`src/rtl/alarm_clock_pkg.sv`:
```
// Shared types, BCD limits and the BCD increment helper for the alarm clock controller.
package alarm_clock_pkg;

    typedef enum logic [1:0] {
        RUN       = 2'd0,
        SET_TIME  = 2'd1,
        SET_ALARM = 2'd2
    } state_e;

    localparam logic [7:0] HOUR_MAX   = 8'h23;
    localparam logic [7:0] MINSEC_MAX = 8'h59;

    // Increment a two-digit BCD value, wrapping to 00 after max.
    function automatic logic [7:0] bcd_inc(input logic [7:0] val, input logic [7:0] max);
        logic [7:0] r;
        if (val == max) begin
            r = 8'h00;
        end else if (val[3:0] == 4'd9) begin
            r = {val[7:4] + 4'd1, 4'd0};
        end else begin
            r = {val[7:4], val[3:0] + 4'd1};
        end
        return r;
    endfunction

endpackage

```
`src/rtl/alarm_clock_ctrl_button_conditioner.sv`:
```
// Raw active-low button -> 2-flop synchronizer -> debounce -> single-cycle press pulse.
module button_conditioner #(
    parameter int unsigned DEBOUNCE_CYCLES = 500000
) (
    input  logic clk_clk,
    input  logic reset_reset_n,
    input  logic btn_n,
    output logic press
);

    localparam int unsigned    CW       = $clog2(DEBOUNCE_CYCLES + 1);
    localparam logic [CW-1:0]  CNT_LAST = CW'(DEBOUNCE_CYCLES - 1);

    logic          sync1_q, sync2_q;
    logic          level_q, level_d;
    logic          press_q, press_d;
    logic [CW-1:0] cnt_q, cnt_d;

    // level_q is the accepted (debounced) level; a press fires only on an accepted 1->0 change.
    always_comb begin
        level_d = level_q;
        cnt_d   = '0;
        press_d = 1'b0;
        if (sync2_q != level_q) begin
            if (cnt_q == CNT_LAST) begin
                level_d = sync2_q;
                press_d = ~sync2_q;
            end else begin
                cnt_d = cnt_q + CW'(1);
            end
        end
    end

    always_ff @(posedge clk_clk or negedge reset_reset_n) begin
        if (!reset_reset_n) begin
            sync1_q <= 1'b1;
            sync2_q <= 1'b1;
            level_q <= 1'b1;
            cnt_q   <= '0;
            press_q <= 1'b0;
        end else begin
            sync1_q <= btn_n;
            sync2_q <= sync1_q;
            level_q <= level_d;
            cnt_q   <= cnt_d;
            press_q <= press_d;
        end
    end

    assign press = press_q;

endmodule

```
`src/rtl/alarm_clock_ctrl.sv`:
```
// Alarm clock sequencer: button conditioning, run/set-time/set-alarm FSM,
// BCD time and alarm registers, alarm ring timing and LED/7-segment outputs.
module alarm_clock_ctrl
    import alarm_clock_pkg::*;
#(
    parameter int unsigned CLK_HZ          = 50000000,
    parameter int unsigned DEBOUNCE_CYCLES = 500000,
    parameter int unsigned RING_SECONDS    = 60
) (
    input  logic       clk_clk,
    input  logic       reset_reset_n,
    input  logic       set_mode_btn_n,
    input  logic       confirm_btn_n,
    input  logic       inc_hour_btn_n,
    input  logic       inc_min_btn_n,
    output logic [7:0] hour_bcd,
    output logic [7:0] min_bcd,
    output logic [7:0] sec_bcd,
    output logic [9:0] leds,
    output logic       ringing
);

    localparam int unsigned   PW        = $clog2(CLK_HZ);
    localparam int unsigned   RW        = $clog2(RING_SECONDS + 1);
    localparam logic [PW-1:0] PRE_LAST  = PW'(CLK_HZ - 1);
    localparam logic [PW-1:0] PRE_HALF  = PW'(CLK_HZ / 2);
    localparam logic [RW-1:0] RING_LOAD = RW'(RING_SECONDS);

    logic set_mode_p, confirm_p, inc_hour_p, inc_min_p;
    logic do_set, do_conf, do_inc_h, do_inc_m;
    logic tick, blink;

    state_e        state_q, state_d;
    logic [PW-1:0] pres_q, pres_d;
    logic [7:0]    hour_q, hour_d, min_q, min_d, sec_q, sec_d;
    logic [7:0]    alarm_h_q, alarm_h_d, alarm_m_q, alarm_m_d;
    logic [7:0]    edit_h_q, edit_h_d, edit_m_q, edit_m_d;
    logic          alarm_en_q, alarm_en_d;
    logic          ringing_q, ringing_d;
    logic [RW-1:0] ring_cnt_q, ring_cnt_d;

    button_conditioner #(.DEBOUNCE_CYCLES(DEBOUNCE_CYCLES)) u_btn_set (
        .clk_clk(clk_clk), .reset_reset_n(reset_reset_n), .btn_n(set_mode_btn_n), .press(set_mode_p));
    button_conditioner #(.DEBOUNCE_CYCLES(DEBOUNCE_CYCLES)) u_btn_conf (
        .clk_clk(clk_clk), .reset_reset_n(reset_reset_n), .btn_n(confirm_btn_n), .press(confirm_p));
    button_conditioner #(.DEBOUNCE_CYCLES(DEBOUNCE_CYCLES)) u_btn_hour (
        .clk_clk(clk_clk), .reset_reset_n(reset_reset_n), .btn_n(inc_hour_btn_n), .press(inc_hour_p));
    button_conditioner #(.DEBOUNCE_CYCLES(DEBOUNCE_CYCLES)) u_btn_min (
        .clk_clk(clk_clk), .reset_reset_n(reset_reset_n), .btn_n(inc_min_btn_n), .press(inc_min_p));

    // set_mode beats confirm beats the increments; losers are dropped, both increments may apply.
    assign do_set   = set_mode_p;
    assign do_conf  = confirm_p & ~set_mode_p;
    assign do_inc_h = inc_hour_p & ~set_mode_p & ~confirm_p;
    assign do_inc_m = inc_min_p & ~set_mode_p & ~confirm_p;

    assign tick  = (pres_q == PRE_LAST);
    assign blink = (pres_q < PRE_HALF);

    always_ff @(posedge clk_clk or negedge reset_reset_n) begin
        if (!reset_reset_n) begin
            state_q <= RUN;
        end else begin
            state_q <= state_d;
        end
    end

    always_comb begin
        state_d = state_q;
        case (state_q)
            RUN:       if (do_set) state_d = SET_TIME;
            SET_TIME:  if (do_set) state_d = SET_ALARM; else if (do_conf) state_d = RUN;
            SET_ALARM: if (do_set || do_conf) state_d = RUN;
            default:   state_d = RUN;
        endcase
    end

    always_comb begin
        pres_d     = tick ? '0 : pres_q + PW'(1);
        hour_d     = hour_q;
        min_d      = min_q;
        sec_d      = sec_q;
        alarm_h_d  = alarm_h_q;
        alarm_m_d  = alarm_m_q;
        alarm_en_d = alarm_en_q;
        edit_h_d   = edit_h_q;
        edit_m_d   = edit_m_q;
        ringing_d  = ringing_q;
        ring_cnt_d = ring_cnt_q;

        if (tick && state_q != SET_TIME) begin
            sec_d = bcd_inc(sec_q, MINSEC_MAX);
            if (sec_q == MINSEC_MAX) begin
                min_d = bcd_inc(min_q, MINSEC_MAX);
                if (min_q == MINSEC_MAX) hour_d = bcd_inc(hour_q, HOUR_MAX);
            end
        end

        if (ringing_q && tick) begin
            ring_cnt_d = ring_cnt_q - RW'(1);
            if (ring_cnt_q == RW'(1)) ringing_d = 1'b0;
        end

        // Match only on the tick that rolls the time onto hh:mm:00 of the alarm.
        if (tick && alarm_en_q && state_q != SET_TIME && sec_d == 8'h00 &&
            hour_d == alarm_h_q && min_d == alarm_m_q) begin
            ringing_d  = 1'b1;
            ring_cnt_d = RING_LOAD;
        end

        case (state_q)
            RUN: begin
                if (do_set) begin
                    edit_h_d   = hour_q;
                    edit_m_d   = min_q;
                    ringing_d  = 1'b0;
                    ring_cnt_d = '0;
                end else if (do_conf) begin
                    if (ringing_q) begin
                        ringing_d  = 1'b0;
                        ring_cnt_d = '0;
                    end else begin
                        alarm_en_d = ~alarm_en_q;
                        if (alarm_en_q) ringing_d = 1'b0;
                    end
                end
            end
            SET_TIME: begin
                if (do_set) begin
                    edit_h_d = alarm_h_q;
                    edit_m_d = alarm_m_q;
                end else if (do_conf) begin
                    hour_d = edit_h_q;
                    min_d  = edit_m_q;
                    sec_d  = 8'h00;
                    pres_d = '0;
                end else begin
                    if (do_inc_h) edit_h_d = bcd_inc(edit_h_q, HOUR_MAX);
                    if (do_inc_m) edit_m_d = bcd_inc(edit_m_q, MINSEC_MAX);
                end
            end
            SET_ALARM: begin
                if (do_conf) begin
                    alarm_h_d  = edit_h_q;
                    alarm_m_d  = edit_m_q;
                    alarm_en_d = 1'b1;
                end else if (!do_set) begin
                    if (do_inc_h) edit_h_d = bcd_inc(edit_h_q, HOUR_MAX);
                    if (do_inc_m) edit_m_d = bcd_inc(edit_m_q, MINSEC_MAX);
                end
            end
            default: ;
        endcase
    end

    always_ff @(posedge clk_clk or negedge reset_reset_n) begin
        if (!reset_reset_n) begin
            pres_q     <= '0;
            hour_q     <= 8'h00;
            min_q      <= 8'h00;
            sec_q      <= 8'h00;
            alarm_h_q  <= 8'h00;
            alarm_m_q  <= 8'h00;
            alarm_en_q <= 1'b0;
            edit_h_q   <= 8'h00;
            edit_m_q   <= 8'h00;
            ringing_q  <= 1'b0;
            ring_cnt_q <= '0;
        end else begin
            pres_q     <= pres_d;
            hour_q     <= hour_d;
            min_q      <= min_d;
            sec_q      <= sec_d;
            alarm_h_q  <= alarm_h_d;
            alarm_m_q  <= alarm_m_d;
            alarm_en_q <= alarm_en_d;
            edit_h_q   <= edit_h_d;
            edit_m_q   <= edit_m_d;
            ringing_q  <= ringing_d;
            ring_cnt_q <= ring_cnt_d;
        end
    end

    always_comb begin
        if (state_q == RUN) begin
            hour_bcd = hour_q;
            min_bcd  = min_q;
            sec_bcd  = sec_q;
        end else begin
            hour_bcd = edit_h_q;
            min_bcd  = edit_m_q;
            sec_bcd  = 8'h00;
        end
        if (ringing_q) begin
            leds = {10{blink}};
        end else begin
            leds = {7'd0, (state_q == SET_ALARM), (state_q == SET_TIME), alarm_en_q};
        end
    end

    assign ringing = ringing_q;

endmodule

```
`config.mk`:
```
export PLATFORM = sky130hd
export DESIGN_NAME = alarm_clock_ctrl
export DESIGN_NICKNAME = d
export VERILOG_FILES = /design/src/rtl/alarm_clock_pkg.sv /design/src/rtl/alarm_clock_ctrl_button_conditioner.sv /design/src/rtl/alarm_clock_ctrl.sv
export SDC_FILE = /design/constraint.sdc
export NUM_CORES = 1
export LEC_CHECK = 0
export CAP_MARGIN = 5
export CELL_PAD_IN_SITES_DETAIL_PLACEMENT = 0
export CELL_PAD_IN_SITES_GLOBAL_PLACEMENT = 1
export CORE_AREA = 2 2 162 164
export CTS_CLUSTER_SIZE = 40
export DETAILED_ROUTE_END_ITERATION = 8
export DIE_AREA = 0 0 164 166
export GPL_TIMING_DRIVEN = 0
export PLACE_DENSITY = 0.88
export SLEW_MARGIN = 20
export SYNTH_ARGS = -nofsm -noshare
export SYNTH_HDL_FRONTEND = slang
export SYNTH_HIERARCHICAL = 1
export SYNTH_SLANG_ARGS = --single-unit
```
`constraint.sdc`:
```
create_clock -name clk_clk -period 2.6 [get_ports clk_clk]
set_input_delay 0.65 -clock clk_clk [delete_from_list [all_inputs] [get_ports clk_clk]]
set_output_delay 0.65 -clock clk_clk [all_outputs]
set_load 0.02 [all_outputs]
```
# Word-level counts from Yosys, hierarchy flattened
# Cells that the tools add are included.
dict set report word_totals {
  reg_bits 184
  input_bits 6
  output_inout_bits 35
  word_cells 203
}
dict set report op_classes {
  add_sub_neg 16
  order_cmp 1
  n_eq_ne 35
  mux 87
  bitwise 12
  reduce_logical 20
}
# operator n
set op_table {}
lappend op_table {{$mux W8} 40}
lappend op_table {{$mux W19} 8}
lappend op_table {{$mux W26} 4}
lappend op_table {{$add A19 B1 Y19 const B} 4}
lappend op_table {{$eq A19 B19 Y1 const B} 4}
lappend op_table {{$pmux W8 S3} 2}
lappend op_table {{$add A4 B1 Y4 const B} 10}
lappend op_table {{$mux W6} 6}
lappend op_table {{$add A26 B1 Y26 const B} 1}
lappend op_table {{$eq A26 B26 Y1 const B} 1}
lappend op_table {{$lt A26 B25 Y1 const B} 1}
lappend op_table {{$eq A8 B7 Y1 const B} 3}
lappend op_table {{$eq A4 B4 Y1 const B} 5}
lappend op_table {{$mux W1} 20}
lappend op_table {{$eq A8 B6 Y1 const B} 2}
lappend op_table {{$eq A8 B8 Y1} 2}
lappend op_table {{$ne A2 B2 Y1 const B} 7}
lappend op_table {{$mux W10} 1}
lappend op_table {{$reduce_and A2 Y1} 5}
lappend op_table {{$reduce_and A5 Y1} 2}
lappend op_table {{$logic_not A8 Y1} 1}
lappend op_table {{$mux W2} 4}
lappend op_table {{$logic_and A1 B1 Y1} 7}
lappend op_table {{$not A1 Y1} 7}
lappend op_table {{other kinds (15)} 24}

# Longest topological paths before layout
# Gate-level depths: netlist of run 1.
dict set report logic_depth {
  ltp_word 15
  depth_mapped 12
}

# Cells and area by module
# Netlist of run 1, hierarchy kept.
# mod n_inst cells_per_inst area_per_inst_um2
set modules_own_cells {}
lappend modules_own_cells {alarm_clock_ctrl 1 773 6573.8}
lappend modules_own_cells {{button_conditioner (u_btn_conf ...)} 3 110 1122.3}
lappend modules_own_cells {{button_conditioner (u_btn_set)} 1 108 1136.1}

# Worst setup path before layout of run 1
# Ideal clock, no wire load.
dict set report synth_timing {
  kind {reg-to-reg}
  startpoint {register hour_q[4]}
  endpoint {register ring_cnt_q[0]}
  arrival_time_ns 2.600
  t_required_ns 2.474
  path_slack_ns -0.125
  path_stages_with_launch 11
  path_cell_list {dfrtp_1 -> inv_1 -> ha_1 -> or4b_4 -> o21ai_4 -> nor4b_4 -> o32ai_1 -> or4_1 -> nor4_2 -> and2_1 -> a21oi_1}
}
dict set report synth_between {
  elab_chain_cells 14
  word_cells_on_any_way 15
}
# item line_no
set synth_rtl {}
lappend synth_rtl {{from (decl)} alarm_clock_ctrl.sv:35} ;# logic [7:0] hour_q, hour_d, min_q, min_d, sec_q, sec_d;
lappend synth_rtl {{from (signal assigned)} alarm_clock_ctrl.sv:171} ;# hour_q <= hour_d;
lappend synth_rtl {{$add A4 B1 Y4} alarm_clock_pkg.sv:19} ;# r = {val[7:4] + 4'd1, 4'd0};
lappend synth_rtl {{$mux W8} alarm_clock_pkg.sv:18} ;# end else if (val[3:0] == 4'd9) begin
lappend synth_rtl {{$mux W8} alarm_clock_pkg.sv:16} ;# if (val == max) begin
lappend synth_rtl {{$mux W8} alarm_clock_ctrl.sv:95} ;# if (min_q == MINSEC_MAX) hour_d = bcd_inc(hour_q, HOUR_MAX);
lappend synth_rtl {{$mux W8} alarm_clock_ctrl.sv:93} ;# if (sec_q == MINSEC_MAX) begin
lappend synth_rtl {{$mux W8 (*)} alarm_clock_ctrl.sv:91} ;# if (tick && state_q != SET_TIME) begin
lappend synth_rtl {{$eq A8 B8 Y1 (*)} alarm_clock_ctrl.sv:106} ;# hour_d == alarm_h_q && min_d == alarm_m_q) begin
lappend synth_rtl {{$logic_and A1 B1 Y1 (*)} alarm_clock_ctrl.sv:105} ;# if (tick && alarm_en_q && state_q != SET_TIME && sec_d == 8'h00 &&
lappend synth_rtl {{$logic_and A1 B1 Y1 (*)} alarm_clock_ctrl.sv:106}
lappend synth_rtl {{$mux W6 (*)} alarm_clock_ctrl.sv:105}
lappend synth_rtl {{$mux W6} alarm_clock_ctrl.sv:119} ;# if (ringing_q) begin
lappend synth_rtl {{$mux W6} alarm_clock_ctrl.sv:118} ;# end else if (do_conf) begin
lappend synth_rtl {{$mux W6} alarm_clock_ctrl.sv:113} ;# if (do_set) begin
lappend synth_rtl {{$mux W6 (*)} alarm_clock_ctrl.sv:111} ;# case (state_q)
lappend synth_rtl {{named net ring_cnt_d[0]} alarm_clock_ctrl.sv:40} ;# logic [RW-1:0] ring_cnt_q, ring_cnt_d;
lappend synth_rtl {{to (signal assigned)} alarm_clock_ctrl.sv:180} ;# ring_cnt_q <= ring_cnt_d;
lappend synth_rtl {{to (decl)} alarm_clock_ctrl.sv:40}
# The timed path passes the listed nets; every way through them passes the cells marked *.
# A chain may end at the register's enable or synchronous reset.

# Worst setup path in the final report of run 1
dict set report layout_timing {
  startpoint {register pres_q[10]}
  endpoint {output leds[0]}
}
dict set report layout_between {
  elab_chain_cells 2
}
# item line_no
set layout_rtl {}
lappend layout_rtl {{from (decl)} alarm_clock_ctrl.sv:34} ;# logic [PW-1:0] pres_q, pres_d;
lappend layout_rtl {{from (signal assigned)} alarm_clock_ctrl.sv:170} ;# pres_q <= pres_d;
lappend layout_rtl {{$lt A26 B25 Y1} alarm_clock_ctrl.sv:58} ;# assign blink = (pres_q < PRE_HALF);
lappend layout_rtl {{$mux W10} alarm_clock_ctrl.sv:194} ;# if (ringing_q) begin
lappend layout_rtl {{to (decl)} alarm_clock_ctrl.sv:19} ;# output logic [9:0] leds,
# Every way passes these cells.

==> impl_metrics.toml, run 1 <==
[setup_path]
regToRegEndpoint = "ring_cnt_q[5]"
crit_path_capture = "leds[0]"
worst_setup_path_start_kind = "flip-flop"
critical-path-slowest-cell = "dfrtp_1"
critPathTopFamily = "simple AND/OR/NAND/NOR gates"
worst_setup_path_startpoint = "pres_q[10]"
maximum_net_fanout_on_the_critical_path = 3
sort_of_element_at_the_end_of_the_critical_path = "output port"
critical_path_required_ns = 1.95
worst-endpoint-arrival_ns = 2.37
critical_path.reg2reg.startpoint = "sec_q[1]"
reg2reg_slack_ns = -0.29
critPathKind = "flip-flop to output port"
count_of_buffering_cells_on_the_critical_path_with_inverters_included = 2
crit_cells = 10
cpPeakStageDelay_ns = 0.41
ff2ff_path_depth = 12
worstPathCellList = "nor4_4 -> nor2b_2 -> o21bai_1 -> a21oi_1 -> nor2_1 -> o21ai_1 -> nand3b_1 -> buf_4 -> o21ai_1 -> buf_4"

[hold_path]
min-delay-path-class = "input pin to async pin"

[floorplanning]
ios = 41
die_height_um = 166
floorplan_die_area_mm2 = 0.0272
placement_rows = 59
fp.dieW_um = 164
core-area_mm2 = 0.0256
floorplan.initialDensity_pct = 43.2

[drt]
drt_iter0_drc = 975
antenna_violating_nets_post_route = 0
dr_total_vias = 9633
post_drt_wl_per_cell_um = 17.3
vias_per_cell = 5.75
routed_wirelength_mm = 29.0
firstDrtPassIters = 5
drc = 0

[synthesis]
dominantRegCellSynth = "dfrtp_1"
postSynthRegisterBits = 184
synth_edf_count = 0
synth_seq_area_share_pct = 41.7
count_of_yosys_warnings_during_synthesis = 6
synth-async-reset-ratio_pct = 100
synth.distinct_cells = 85
synth_top_area_cell = "dfrtp_1"
post-synth-top-area-fraction_pct = 38.9
syn_nets = 1248
yosys-top-cells-area = "dfrtp_1 (39%), xnor2_1 (5.7%), nor2_1 (4.9%), nand2_1 (3.8%), ha_1 (3.5%)"
syn_avg_cell_area_um2 = 9.15
post_synth_instance_area_mm2 = 0.0111
synth_cells = 1211

[placed_design]
place.gp.congestion = 0.944
dpl-instance-area_mm2 = 0.0120
io_buffers = 40
place.detailed.hpwl_mm = 19.9

[cells_and_area]
stdcell_area_mm2 = 0.0134
final_core_util_pct = 52.2
synthToLayoutAreaGrowth_pct = 20.7
final_layout_size_suffix_gt1_share_pct = 22.2
nNetsFinal = 1365
insertedDiodeCount = 0

[global_route]
grt_pass1_wl_mm = 47.0
gr-total-overflow = 0
globalRouteTotalUtil_pct = 21.2
largest_net_degree_at_the_start_of_global_routing = 81
first_global_vias = 9121
grt_antenna_before_repair = 0

[clock_tree]
clk_root_buffer_cell = "clkbuf_16"
cts_inserted_buffers = 17
clock_tree.htree_level_count = 4
clkLatencyLatePin_ns = 0.44
clock_net_sink_count = 184
ctsHoldBuffers = 0
register_clock_pin_slew_on_the_reported_worst_setup_and_hold_paths_ns = 0.08
ctsLongestPathBuffers = 2
tritoncts_clock_tree = "built"

[pwr]
cellLeakagePower_nw = 5.51
irDropWorstVdd_v = 0.000336
power_per_cell_area_mw_per_mm2 = 418

[timing]
hold_viol_final = 0
final.setup.worst_slack_ns = -0.418
fin_crit_sh_pct = 116
slew_violations = 0
max_clock_freq_ghz = 0.331
timing.clock.skew_ns = 0.0129
slew_headroom_pct = 52.2
fin_worst_hold_slack_ns = 0.107
setup-tns-final_ns = -5.35
worst_slew_pin_slew_ns = 0.711
grt_setup_unrepaired = "true"
final_count_of_negative_setup_slack_endpoints = 17
finalWorstPathRequiredPeriod_ns = 3.02

[run_status]
run_status = "finished, violations left"
failing_checks = "negative setup slack"

[flow_run]
max_cap_viol_count = 0
==> synthesized netlist by cell type (4+ instances only) <==
cell and n:
a221oi_1 7, a31oi_1 7, mux2i_1 10, nand3b_1 6, or3_1 15, or4_1 6, ha_1 31, nor3b_1 6
o31ai_1 11, clkbuf_1 37, buf_2 12, inv_1 38, buf_4 8, a21oi_1 38, nand2_1 113, and2_1 18
nand2b_1 7, nor2b_1 11, nor4b_1 7, dfrtp_1 172, nand4_1 47, nor2_1 145, xnor2_1 72, dfstp_2 12
and4_1 7, o21a_1 5, buf_1 4, o211ai_1 9, o21ai_1 6, nor4_1 22, o21ai_0 64, mux2_2 25
xor2_1 40, o31ai_4 4, nand3_1 51, or4_4 4, nor3_1 43, and3b_1 7, and3_1 8
==> state kept, by name, indices dropped and copies added, names as in the netlist, 2 cells and up <==
name and cells:
edit_m_q 8, hour_q 8, state_q 2, ring_cnt_q 6, u_btn_min/cnt_q 19, edit_h_q 8, alarm_m_q 8, sec_q 8
u_btn_hour/cnt_q 19, u_btn_set/cnt_q 19, min_q 8, alarm_h_q 8, u_btn_conf/cnt_q 19, pres_q 26
==> power breakdown <==
part	leakage [nW]	internal (mW)	total, mW	switching, mW
Combinational	2.74	0.0403	0.137	0.0965
Sequential	2.49	2.89	2.91	0.0218
Clock	0.281	1.29	2.55	1.26
Total	5.51	4.21	5.59	1.38
==> layer usage <==
| layer | vias to the layer above | global-route usage (%) | part of all wire [%] | wire (µm) |
|---|---|---|---|---|
| met2 | 291 | 34.0 | 48 | 13900 |
| met3 | 63 | 2.55 | 4.9 | 1430 |
| met1 | 4726 | 29.6 | 44 | 12900 |
| met5 | - | 0 | 0 | 0 |
| li1 | 4553 | - | - | - |
| met4 | 0 | 7.74 | 2.7 | 793 |
==> through the flow <==
stage	cells	setup slack, ns	total power, mW
global placement	1586	-6.81	3.09
floorplan	1211	-0.125	3.01
detailed placement	1588	-0.943	3.11
CTS	1648	-0.404	5.67
finish	1676	-0.418	5.59
global route	1676	-0.548	5.80
==> kinds of logic after synthesis <==
logic type               synth area share (%)
multiplexers                             3.58
AO/OA/AOI/OAI                            11.5
XOR/XNOR                                 9.06
adder cells (fa/ha/maj)                  3.50
AND/OR/NAND/NOR                          26.7
buffers and inverters                    3.96
flip-flops                               41.7
==> how the worst min path moves through the flow <==
| stage | from | endpoint | slack, ns | cells past startpoint |
|---|---|---|---|---|
| after global routing | reset_reset_n | edit_h_q[7] | 0.14 | 1 |
| after detailed placement | u_btn_conf/sync1_q | u_btn_conf/sync2_q | 0.35 | 0 |
| final | reset_reset_n | edit_h_q[0] | 0.11 | 1 |
| after global placement | u_btn_hour/sync1_q | u_btn_hour/sync2_q | 0.35 | 0 |
| after floorplan | reset_reset_n | alarm_en_q | 0.35 | 0 |
| after CTS | reset_reset_n | edit_h_q[0] | 0.12 | 1 |
==> final cells by class <==
| class | count | area (µm²) |
|---|---|---|
| Fill cell | 2288 | 12200 |
| Sequential cell | 184 | 4630 |
| Multi-Input combinational cell | 923 | 6330 |
| Timing Repair Buffer | 103 | 898 |
| Clock buffer | 18 | 429 |
| Clock inverter | 14 | 149 |
| Inverter | 40 | 153 |
| Tap cell | 335 | 419 |
| Buffer | 59 | 359 |
==> placed cells by master (no fill, tap or decap), types with 9 or more instances in the layout <==
master	count
ha_1	25
mux2_2	19
nand4_1	47
dfrtp_2	10
o211ai_1	9
dfstp_2	12
nand3_1	50
or3_1	14
o31ai_1	11
dfrtp_1	162
buf_4	60
nor2b_1	9
nand2_1	111
o21ai_1	9
inv_1	32
buf_2	13
clkbuf_16	19
a21oi_1	37
clkbuf_2	19
xor2_1	40
nor4_1	14
buf_6	25
clkbuf_1	26
mux2i_1	9
o21ai_0	58
nor3_1	42
xnor2_1	72
and2_1	14
nor2_1	143
==> timing repair <==
item,4_1_cts,5_1_grt
endpoints found under the setup margin,71,63
hold endpoints to repair,0,0
cloned,0,2
resized for setup,191,99
pin swaps,12,6
setup buffers,31,28
(Power assumes the default switching activity.)
==> inputs of run 2 (changes only) <==
==> constraint.sdc (replaced) <==
create_clock -name clk_clk -period 2.6 [get_ports clk_clk]
set_input_delay 0.65 -clock clk_clk [delete_from_list [all_inputs] [get_ports clk_clk]]
set_output_delay 0.65 -clock clk_clk [all_outputs]
set_load 0.05 [all_outputs]
==> run 2 against run 1 <==
Net effect:
- the flow still finishes with violations (negative setup slack)
- sequential power about the same
- final cell count is 0.42% lower
- sequential share of layout area is 0.70 points lower
- total power grew 2.1%
- via count increased by 0.36%
- worst setup slack improved by 0.0052 ns
- final area up 2.1%
- utilization up 1.1 points
- clock skew up 0.0029 ns
- worst hold slack gained 0.086 ns
- critical path type unchanged
==> impl_metrics.toml, run 2 (synthesis gave the netlist of run 1 again) <==
[setup_path]
worstPathCellList = "nor4_4 -> nor2b_1 -> o21bai_1 -> a21oi_1 -> nor2_1 -> o21ai_1 -> nand3b_1 -> buf_6 -> clkinvlp_4 -> buf_4 -> buf_8"
cpPeakStageDelay_ns = 0.44
critPathTopFamily = "simple AND/OR/NAND/NOR gates"
critical_path.reg2reg.startpoint = "sec_q[1]"
reg2reg_slack_ns = -0.29
worst-endpoint-arrival_ns = 2.36
critPathKind = "flip-flop to output port"
worst_setup_path_startpoint = "pres_q[7]"
worst_setup_path_start_kind = "flip-flop"
regToRegEndpoint = "ring_cnt_q[3]"
crit_path_capture = "leds[5]"
ff2ff_path_depth = 11
critical_path_required_ns = 1.95
count_of_buffering_cells_on_the_critical_path_with_inverters_included = 4
critical-path-slowest-cell = "dfrtp_2"
maximum_net_fanout_on_the_critical_path = 7
sort_of_element_at_the_end_of_the_critical_path = "output port"
crit_cells = 11

[run_status]
failing_checks = "negative setup slack"
run_status = "finished, violations left"

[pwr]
irDropWorstVdd_v = 0.000387
total_power_mw = 5.71
power_per_cell_area_mw_per_mm2 = 418
cellLeakagePower_nw = 5.57

[timing]
final.setup.worst_slack_ns = -0.412
hold_viol_final = 0
max_clock_freq_ghz = 0.332
slew_violations = 0
final_count_of_negative_setup_slack_endpoints = 25
slew_headroom_pct = 51.1
timing.clock.skew_ns = 0.0158
worst_slew_pin_slew_ns = 0.733
finalWorstPathRequiredPeriod_ns = 3.01
grt_setup_unrepaired = "true"
fin_crit_sh_pct = 116

[global_route]
grt_pass1_wl_mm = 47.1
first_global_vias = 9119
globalRouteTotalUtil_pct = 21.3
grt_antenna_before_repair = 0
largest_net_degree_at_the_start_of_global_routing = 100
gr-total-overflow = 0

[floorplanning]
floorplan.initialDensity_pct = 43.2
fp.dieW_um = 164
core-area_mm2 = 0.0256
placement_rows = 59
die_height_um = 166
ios = 41
floorplan_die_area_mm2 = 0.0272

[clock_tree]
clock_tree.htree_level_count = 4
ctsHoldBuffers = 0
clk_root_buffer_cell = "clkbuf_16"
cts_inserted_buffers = 17
ctsLongestPathBuffers = 2
tritoncts_clock_tree = "built"
clkLatencyLatePin_ns = 0.44
clock_net_sink_count = 184
register_clock_pin_slew_on_the_reported_worst_setup_and_hold_paths_ns = 0.08

[cells_and_area]
insertedDiodeCount = 0
largest_register_ffs = 26
synthToLayoutAreaGrowth_pct = 23.3
nNetsFinal = 1359
largest_register = "pres_q"
final_layout_size_suffix_gt1_share_pct = 23.2
final_core_util_pct = 53.3
most-common-layout-cells = "dfrtp_1 (161), nor2_1 (143), nand2_1 (109), xnor2_1 (72), buf_4 (64)"
mostFrequentLayoutCell = "dfrtp_1"

[drt]
firstDrtPassIters = 9
drt_iter0_drc = 890
vias_per_cell = 5.79
antenna_violating_nets_post_route = 0
drc = 0
post_drt_wl_per_cell_um = 17.7
routed_wirelength_mm = 29.5
dr_total_vias = 9668

[placed_design]
place_worst_setup_slack_ns = -1.08
place.detailed.hpwl_mm = 19.5
io_buffers = 40
place.gp.congestion = 0.914

[hold_path]
min-delay-path-class = "input pin to async pin"

[flow_run]
max_cap_viol_count = 0
## run 2: worst register-to-register path: cells and delay by family (launching register included)
| family | cells | cell delay (ns) |
|---|---|---|
| simple gates | 4 | 1.04 |
| compound gates | 4 | 0.88 |
| buf+inv | 2 | 0.33 |
| fa+ha+maj | 1 | 0.15 |
| flops | 1 | 0.42 |
## run 2: layout make-up
class	instances	area, µm²
Buffer	57	359
Clock buffer	17	425
Timing Repair Buffer	99	978
Clock inverter	14	180
Fill cell	2248	12000
Tap cell	335	419
Multi-Input combinational cell	923	6500
Inverter	40	161
Sequential cell	184	4630
## run 2: worst min path at each step
| stage | end | cells after the start | from |
|---|---|---|---|
| 2_1_floorplan | alarm_en_q | 0 | reset_reset_n |
| 3_3_place_gp | u_btn_hour/sync2_q | 0 | u_btn_hour/sync1_q |
| 3_5_place_dp | u_btn_hour/sync2_q | 0 | u_btn_hour/sync1_q |
| 4_1_cts | u_btn_set/cnt_q[12] | 1 | reset_reset_n |
| 5_1_grt | u_btn_set/cnt_q[12] | 1 | reset_reset_n |
| 6_report | u_btn_set/cnt_q[12] | 1 | reset_reset_n |
## run 2: repair_timing
action / in CTS / in global routing
resized for setup: 281 / 148
buffers inserted: 24 / 35
setup endpoints to repair: 75 / 75
pin swaps: 11 / 14
gates cloned: 0 / 1
## run 2: per-stage QoR
stage | cells | hold slack (ns) | instance area [µm²] | TNS [ns]
3_3_place_gp | 1586 | 0.346 | 11900 | -1262.28
4_1_cts | 1640 | 0.229 | 12900 | -7.25
6_report | 1669 | 0.193 | 13700 | -6.30
3_5_place_dp | 1587 | 0.347 | 11900 | -37.01
5_1_grt | 1669 | 0.238 | 13700 | -8.97
2_1_floorplan | 1211 | 0.345 | 11100 | -1.79
## run 2: routing by layer
layer / vias up / part of all wire [%] / global-route usage, %
li1: 4537 / - / -
met5: - / 0 / 0
met1: 4690 / 44 / 29.8
met4: 0 / 3.2 / 7.21
met2: 362 / 47 / 33.5
met3: 79 / 5.9 / 3.47
## run 2: power by group
| group | leakage (nW) | switching, mW | internal, mW |
|---|---|---|---|
| registers | 2.49 | 0.0228 | 2.89 |
| logic | 2.79 | 0.0946 | 0.0359 |
| clock network | 0.292 | 1.29 | 1.38 |
| total | 5.57 | 1.40 | 4.31 |
==> inputs of run 3 (changes only) <==
--- a/config.mk
+++ b/config.mk
@@ -12,7 +12,6 @@
 export CTS_CLUSTER_SIZE = 40
 export DETAILED_ROUTE_END_ITERATION = 8
 export DIE_AREA = 0 0 164 166
-export GPL_TIMING_DRIVEN = 0
 export PLACE_DENSITY = 0.88
 export SLEW_MARGIN = 20
 export SYNTH_ARGS = -nofsm -noshare
==> run 3 against run 2 <==
Net effect:
- the flow still finishes with violations (negative setup slack)
- first-iteration DRC count shrank 6.6%
- final area grew 3.6%
- non-clock buffer count grew 37
- total power shrank 1.7%
- final cell count grew 2.3%
- fmax shrank 1.4%
- critical path depth is the same
- sequential power is essentially flat
- clock skew grew 0.0041 ns
- via count shrank 0.94%
- combinational power is essentially flat
- worst setup slack lost 0.044 ns
==> impl_metrics.toml, run 3 (synthesis gave the netlist of run 1 again) <==
[run_status]
run_status = "finished, violations left"
failing_checks = "negative setup slack"

[global_route]
gr-total-overflow = 0
globalRouteTotalUtil_pct = 21.4
largest_net_degree_at_the_start_of_global_routing = 66
first_global_vias = 9459
grt_antenna_before_repair = 0
grt_pass1_wl_mm = 47.5

[floorplanning]
fp.dieW_um = 164
core-area_mm2 = 0.0256
floorplan.initialDensity_pct = 43.2
ios = 41
floorplan_die_area_mm2 = 0.0272
placement_rows = 59
die_height_um = 166

[clock_tree]
cts_inserted_buffers = 17
register_clock_pin_slew_on_the_reported_worst_setup_and_hold_paths_ns = 0.08
clkLatencyLatePin_ns = 0.45
ctsLongestPathBuffers = 2
tritoncts_clock_tree = "built"
clk_root_buffer_cell = "clkbuf_16"
clock_net_sink_count = 184
clock_tree.htree_level_count = 4

[timing]
setup-tns-final_ns = -6.89
max_clock_freq_ghz = 0.327
final_count_of_negative_setup_slack_endpoints = 29
grt_setup_unrepaired = "true"
finalWorstPathRequiredPeriod_ns = 3.06
worst_slew_pin_slew_ns = 0.746
final.setup.worst_slack_ns = -0.456
slew_headroom_pct = 50.2
hold_viol_final = 0
slew_violations = 0
fin_crit_sh_pct = 118
timing.clock.skew_ns = 0.0199
fin_worst_hold_slack_ns = 0.196

[cells_and_area]
largest_register_ffs = 26
final_layout_size_suffix_gt1_share_pct = 24.8
mostFrequentLayoutCell = "dfrtp_1"
nNetsFinal = 1396
most-common-layout-cells = "dfrtp_1 (172), nor2_1 (145), buf_4 (134), nand2_1 (111), xnor2_1 (72)"
largest_register = "pres_q"
insertedDiodeCount = 0
synthToLayoutAreaGrowth_pct = 27.7

[setup_path]
reg2reg_slack_ns = -0.27
worst-endpoint-arrival_ns = 2.41
maximum_net_fanout_on_the_critical_path = 7
critical-path-slowest-cell = "dfrtp_1"
critical_path.reg2reg.startpoint = "pres_q[10]"
critPathKind = "flip-flop to output port"
critical_path_required_ns = 1.95
count_of_buffering_cells_on_the_critical_path_with_inverters_included = 4
cpPeakStageDelay_ns = 0.41
regToRegEndpoint = "ring_cnt_q[3]"
critPathTopFamily = "simple AND/OR/NAND/NOR gates"
crit_path_frequent_cell = "buf_12"
worst_setup_path_start_kind = "flip-flop"
ff2ff_path_depth = 12
worstPathCellList = "nor4_4 -> buf_4 -> nor2b_4 -> o21bai_1 -> a21oi_1 -> nor2_1 -> o21ai_1 -> nand3b_1 -> clkinvlp_4 -> buf_12 -> buf_12"
sort_of_element_at_the_end_of_the_critical_path = "output port"

[drt]
firstDrtPassIters = 5
routed_wirelength_mm = 28.7
dr_total_vias = 9577
vias_per_cell = 5.61
drc = 0
post_drt_wl_per_cell_um = 16.8
drt_iter0_drc = 831
antenna_violating_nets_post_route = 0

[placed_design]
place.gp.congestion = 0.948
place.detailed.hpwl_mm = 20.5
io_buffers = 40

[pwr]
total_power_mw = 5.61
irDropWorstVdd_v = 0.000354
power_per_cell_area_mw_per_mm2 = 397
cellLeakagePower_nw = 5.90

[flow_run]
max_cap_viol_count = 0

[hold_path]
min-delay-path-class = "input pin to async pin"
[run 3: worst max path at each step]
stage          startpoint  depth (start not counted)       endpoint
2_1_floorplan  state_q[0]                          5    hour_bcd[1]
3_3_place_gp   state_q[0]                         10  ring_cnt_q[0]
3_5_place_dp   pres_q[10]                         10  ring_cnt_q[3]
4_1_cts         pres_q[7]                         11        leds[4]
5_1_grt        pres_q[10]                         11        leds[8]
6_report       pres_q[10]                         11        leds[3]
[run 3: stage by stage]
stage	std cells	worst slack (ns)	util [%]	instance area [µm²]
floorplan	1211	-0.203	-	11100
global placement	1661	-0.138	51.0	13100
detailed placement	1661	-0.173	51.0	13100
CTS	1699	-0.486	54.1	13800
global route	1707	-0.677	55.2	14100
finish	1707	-0.456	55.2	14100
[run 3: cell type report]
cell class	instances	area [µm²]
tap	335	419
multi-input combinational	923	6290
inverter	40	156
clock inverter	14	148
sequential	184	4620
timing repair buffer	193	2090
clock buffer	18	429
fill	2221	11500
[run 3: report_power, final]
group | switching, mW | internal [mW]
sequential | 0.0272 | 2.89
combinational | 0.0903 | 0.0378
clock | 1.28 | 1.29
[run 3: worst register-to-register path: cells and delay by family, from the launching register on]
kind	cells	cell delay, ns
compound gates	3	0.71
simple gates	5	1.12
flops	1	0.41
buf+inv	4	0.55
[run 3: repair_timing]
action	in CTS	in global routing
cloned	2	2
buffers inserted	4	8
gates resized for setup	30	54
hold buffers	0	0
endpoints found under the setup margin	32	34
pin swaps	9	9
hold endpoints to repair	0	0
[run 3: per-layer routing]
layer	vias to the layer above	GRT usage, %	wire [µm]
met4	0	6.37	563
met2	219	34.9	14000
li1	4595	-	-
met3	35	3.22	1150
met1	4728	29.5	13100
met5	-	0	0
